$ cat src/rtl/frame_reader.sv
// rtl/frame_reader.sv - drains one ping-pong buffer frame per buffer_ready_i and reports its sum, peak |sample| and count
module frame_reader #(
  parameter int WIDTH      = 36,
  parameter int DEPTH      = 16,
  parameter int ADDR_WIDTH = $clog2(DEPTH)
) (
  input  logic                                clk_i,
  input  logic                                rst_ni,
  input  logic                                buffer_ready_i,
  input  logic signed [WIDTH-1:0]             read_data_i,
  input  logic                                read_valid_i,
  output logic                                read_ready_o,
  output logic                                result_valid_o,
  input  logic                                result_ready_i,
  output logic signed [WIDTH+ADDR_WIDTH-1:0]  frame_sum_o,
  output logic [WIDTH-1:0]                    frame_peak_o,
  output logic [ADDR_WIDTH:0]                 sample_count_o,
  output logic                                overrun_o,
  output logic [7:0]                          dropped_count_o,
  output logic                                busy_o
);

  typedef enum logic [1:0] {IDLE, DRAIN, RESULT} state_t;

  localparam int SUM_W = WIDTH + ADDR_WIDTH;
  localparam logic [ADDR_WIDTH:0] LAST_IDX  = (ADDR_WIDTH+1)'(DEPTH - 1);
  localparam logic [ADDR_WIDTH:0] COUNT_ONE = (ADDR_WIDTH+1)'(1);

  state_t state_q, state_d;
  logic   ready_q;
  logic   pending_q;

  logic                    accept;
  logic                    handshake;
  logic                    last_sample;
  logic                    clear_acc;
  logic                    drop_event;
  logic [WIDTH-1:0]        sample_abs;
  logic signed [SUM_W-1:0] sample_ext;

  assign accept      = read_valid_i & read_ready_o;
  assign handshake   = result_valid_o & result_ready_i;
  assign last_sample = (sample_count_o == LAST_IDX);

  // Unsigned negate keeps the most negative sample exact (2^(WIDTH-1) fits in WIDTH bits).
  assign sample_abs = read_data_i[WIDTH-1] ? (~$unsigned(read_data_i) + WIDTH'(1))
                                           : $unsigned(read_data_i);
  assign sample_ext = {{ADDR_WIDTH{read_data_i[WIDTH-1]}}, read_data_i};

  always_ff @(posedge clk_i) begin
    if (!rst_ni) begin
      state_q <= IDLE;
      ready_q <= 1'b0;
    end else begin
      state_q <= state_d;
      ready_q <= (state_d == DRAIN);
    end
  end

  always_comb begin
    state_d = state_q;
    unique case (state_q)
      IDLE:    if (buffer_ready_i) state_d = DRAIN;
      DRAIN:   if (!buffer_ready_i && accept && last_sample) state_d = RESULT;
      RESULT:  if (handshake) state_d = (pending_q || buffer_ready_i) ? DRAIN : IDLE;
      default: state_d = IDLE;
    endcase
  end

  always_comb begin
    read_ready_o   = ready_q;
    result_valid_o = (state_q == RESULT);
    busy_o         = (state_q != IDLE);
    clear_acc      = 1'b0;
    drop_event     = 1'b0;
    unique case (state_q)
      IDLE: clear_acc = buffer_ready_i;
      DRAIN: begin
        clear_acc  = buffer_ready_i;
        drop_event = buffer_ready_i;
      end
      RESULT: begin
        clear_acc  = handshake && (pending_q || buffer_ready_i);
        drop_event = !handshake && buffer_ready_i && pending_q;
      end
      default: ;
    endcase
  end

  always_ff @(posedge clk_i) begin
    if (!rst_ni) begin
      frame_sum_o     <= '0;
      frame_peak_o    <= '0;
      sample_count_o  <= '0;
      pending_q       <= 1'b0;
      overrun_o       <= 1'b0;
      dropped_count_o <= '0;
    end else begin
      overrun_o <= drop_event;
      if (drop_event && dropped_count_o != 8'hFF)
        dropped_count_o <= dropped_count_o + 8'd1;

      // An abort takes priority over a sample accepted in the same cycle.
      if (clear_acc) begin
        frame_sum_o    <= '0;
        frame_peak_o   <= '0;
        sample_count_o <= '0;
      end else if (state_q == DRAIN && accept) begin
        frame_sum_o    <= frame_sum_o + sample_ext;
        sample_count_o <= sample_count_o + COUNT_ONE;
        if (sample_abs > frame_peak_o)
          frame_peak_o <= sample_abs;
      end

      if (state_q == RESULT) begin
        if (handshake)
          pending_q <= 1'b0;
        else if (buffer_ready_i)
          pending_q <= 1'b1;
      end
    end
  end

endmodule

$ cat config.mk
export PLATFORM = sky130hd
export DESIGN_NAME = frame_reader
export DESIGN_NICKNAME = d
export VERILOG_FILES = /design/src/rtl/frame_reader.sv
export SDC_FILE = /design/constraint.sdc
export NUM_CORES = 1
export LEC_CHECK = 0
export ABC_AREA = 1
export BUFFER_PORTS_ARGS = -buffer_cell sky130_fd_sc_hd__clkbuf_2
export CAP_MARGIN = 10
export CORE_AREA = 4 4 134 136
export DETAILED_ROUTE_END_ITERATION = 10
export DIE_AREA = 0 0 138 140
export PLACE_DENSITY = 0.76
export SYNTH_ARGS = -nofsm -noshare
export SYNTH_HDL_FRONTEND = slang
export SYNTH_SLANG_ARGS = --single-unit
$ cat constraint.sdc
create_clock -name clk_i -period 8.45 [get_ports clk_i]
set_clock_uncertainty 0.1 [all_clocks]
set_input_delay 0.4225 -clock clk_i [delete_from_list [all_inputs] [get_ports clk_i]]
set_output_delay 0.4225 -clock clk_i [all_outputs]
set_load 0.005 [all_outputs]
==> metrics.yaml <==
setup_path:
  critical_path.max_fanout: 48
  arrival_ps: 4100
  start_kind: "primary input"
  criticalPathCategory: "in -> reg"
  cp.required_ps: 8640
  endpoint_kind: "flip-flop"
layout:
  nets: 1800
  fin_cells: 1905
  antenna_cells: 0
  drive_gt1_share_pct: 11.1
  fillers: 1739
  stdcell_area_mm2: 0.0102
  area_delta_synth_final_pct: 12.5
yosys:
  yosysTopAreaCell: "dfxtp_1"
  synthFlopType: "dfxtp_1"
  syn-num-nets: 1687
  netlist_instances: 1562
  synth_common_cells: "nand2_1 (479), inv_1 (275), nor2_1 (190)"
  yosys_warnings: 0
  synth.avg_cell_area_um2: 5.82
  synth_top_area_share_pct: 20.7
  yosysMostFrequentCell: "nand2_1"
  synth_cell_types: 36
  synth-seq-cells: 94
  netlist_top_cells_area: "dfxtp_1 (21%), nand2_1 (20%), ha_1 (11%)"
  async_flop_share_pct: 0
  ys_seq_area_share_pct: 20.7
  synth_edf_count: 0
  synthesis.area_mm2: 0.00909
hold_path:
  hold_path_class: "in -> reg"
detailed_routing:
  antenna_left: 0
  drc: 0
  drtPass1Iterations: 5
  drtIter0Drc: 697
  routed.top_layer: "met4"
  wirelength_met1_um: 12100
  routed_via_density: 5.09
  drt-total-wl_um: 25600
  route.met3.wl_um: 1330
  wire_per_inst_um: 13.4
  vias: 9701
  dr_wl_met2_um: 11700
clocking:
  cts_tree: "done"
  ctsHoldBuffers: 0
  cts_max_level: 3
  clk_latency_ps: 360
  clkSinkCount: 94
  clk_pin_slew_ps: 80
  cts_root_buf: "clkbuf_16"
  clockBufferDepth: 2
  postCtsSetupBuffers: 0
  cts_resized: 0
  cts_made_buffers: 9
place:
  placed_cell_area_mm2: 0.00990
  gp_congestion: 0.981
  io_buffers: 133
  dp.cells: 1888
  hpwl_um: 20200
timing:
  finalSetupTns_ps: 0
  relSlewSlack_pct: 47.7
  setup_viol_count_final: 0
  rsz0062_at_grt: "false"
  hold_viol: 0
  fin_crit_ps: 3910
  min_period_over_period_pct: 46.2
  fmax_mhz: 256
  worstMarginPinSlew_ps: 784
  finalMaxSlewViolations: 0
grt:
  grtUsageTotal_pct: 26.2
  antenna_found_initial: 0
  grt_pass1_wl_um: 42600
  grt_pass1_vias: 8968
  grt_max_degree: 76
  grt_overflow_total: 0
floorplanning:
  die_area_mm2: 0.0193
  num_rows: 48
  die-height_um: 140
  coreArea_mm2: 0.0169
  initial_core_util_pct: 53.7
  ios: 134
  fp.dieW_um: 138
run_status:
  status: "completed"
pwr:
  leakage_nw: 5.63
  ir_drop_mv: 0.130
  p_per_area_mw_per_mm2: 112
run:
  drv_cap: 0
-- worst max-delay path, stage by stage --
cell and delay (ps):
clkbuf_2 90, inv_1 140, ha_1 200, nand3_1 210, nor2_4 220, nand2_2 90, nor2_2 120, nand2_1 90
nand2_1 110, a21o_1 120, nand2_1 70, ha_1 270, nand2_1 70, nor2_2 150, nand4_2 100, nor2_2 190
nand3_1 110, nand3_2 320, buf_4 530, nand2_1 200, nand2_1 100, nand2_1 50, nor2_1 100
-- placed cells by master, fill, tap and decap left out, types with 2 or more instances in the layout --
cell type | synthesis | routed
nand4_1 | 13 | 13
clkbuf_16 | 0 | 9
and2_1 | 3 | 3
xor2_1 | 30 | 30
a21oi_1 | 90 | 89
nor2_2 | 6 | 5
o211ai_1 | 3 | 3
a21oi_2 | 11 | 11
dfxtp_1 | 94 | 94
o21ai_0 | 43 | 43
ha_1 | 83 | 83
nand3_1 | 104 | 104
o21a_1 | 16 | 16
nor3_1 | 6 | 6
nor2_4 | 2 | 3
o21bai_1 | 19 | 19
nor2_1 | 190 | 190
inv_2 | 6 | 6
a21o_1 | 5 | 5
clkbuf_2 | 0 | 133
clkinv_4 | 0 | 2
nand2_2 | 2 | 2
xnor2_1 | 6 | 6
buf_4 | 0 | 4
nand2_1 | 479 | 479
or2_2 | 2 | 2
inv_1 | 275 | 275
nor3b_1 | 3 | 3
o21ai_1 | 10 | 10
inv_6 | 0 | 2
nand3b_1 | 19 | 19
-- sequential cells by signal, summed over array words and instances, names as in the netlist --
signal,count
pending_q,1
state_q,2
frame_sum_o,40
sample_count_o,5
dropped_count_o,8
overrun_o,1
frame_peak_o,36
read_ready_o,1
-- stage by stage --
step | hold WS [ps] | utilization, % | total power [mW] | worst slack, ps
final | 260 | 60.4 | 1.15 | 4540
after global routing | 277 | 60.4 | 1.20 | 4130
after CTS | 247 | 60.2 | 1.15 | 4560
after detailed placement | 373 | 58.4 | 0.711 | 4200
after global placement | 368 | 58.4 | 0.707 | 4310
after floorplan | 363 | - | 0.642 | 5380
-- cells by family after synthesis --
logic type	share of synthesized area (%)
AOI/OAI and AO/OA	12.6
xor gates and xnor gates	3.47
adders and majority gates	11.6
buffers and inverters	13.6
DFF	20.7
and+or+nand+nor	38.0
-- worst paths after layout --
check	end	slack, ps	cells past startpoint	start
min	dropped_count_o[6]	260	3	rst_ni
max	frame_peak_o[1]	4540	23	read_data_i[0]
max reg2reg	frame_peak_o[1]	5580	13	frame_peak_o[35]
min reg2reg	sample_count_o[3]	380	2	sample_count_o[3]
-- metal layers --
| layer | global-route usage [%] | vias up |
|---|---|---|
| li1 | - | 5087 |
| met1 | 35.4 | 4321 |
| met2 | 44.4 | 265 |
| met3 | 3.07 | 28 |
| met4 | 6.86 | 0 |
| met5 | 0 | - |
-- layout make-up --
cell class | instances | area, µm² | share of cell area, %
Inverter | 281 | 1050 | 10.3
Clock inverter | 7 | 81.3 | 0.795
Tap cell | 225 | 282 | 2.75
Sequential cell | 94 | 1880 | 18.4
Timing Repair Buffer | 138 | 716 | 7.00
Multi-Input combinational cell | 1151 | 5980 | 58.5
Clock buffer | 9 | 225 | 2.20
-- power breakdown --
part	switching [mW]	internal, mW	total (mW)	leakage, nW
Sequential	0.00528	0.449	0.454	0.758
Clock	0.208	0.235	0.443	0.152
Combinational	0.167	0.0838	0.251	4.72
Total	0.380	0.767	1.15	5.63
(Power assumes the default switching activity.)
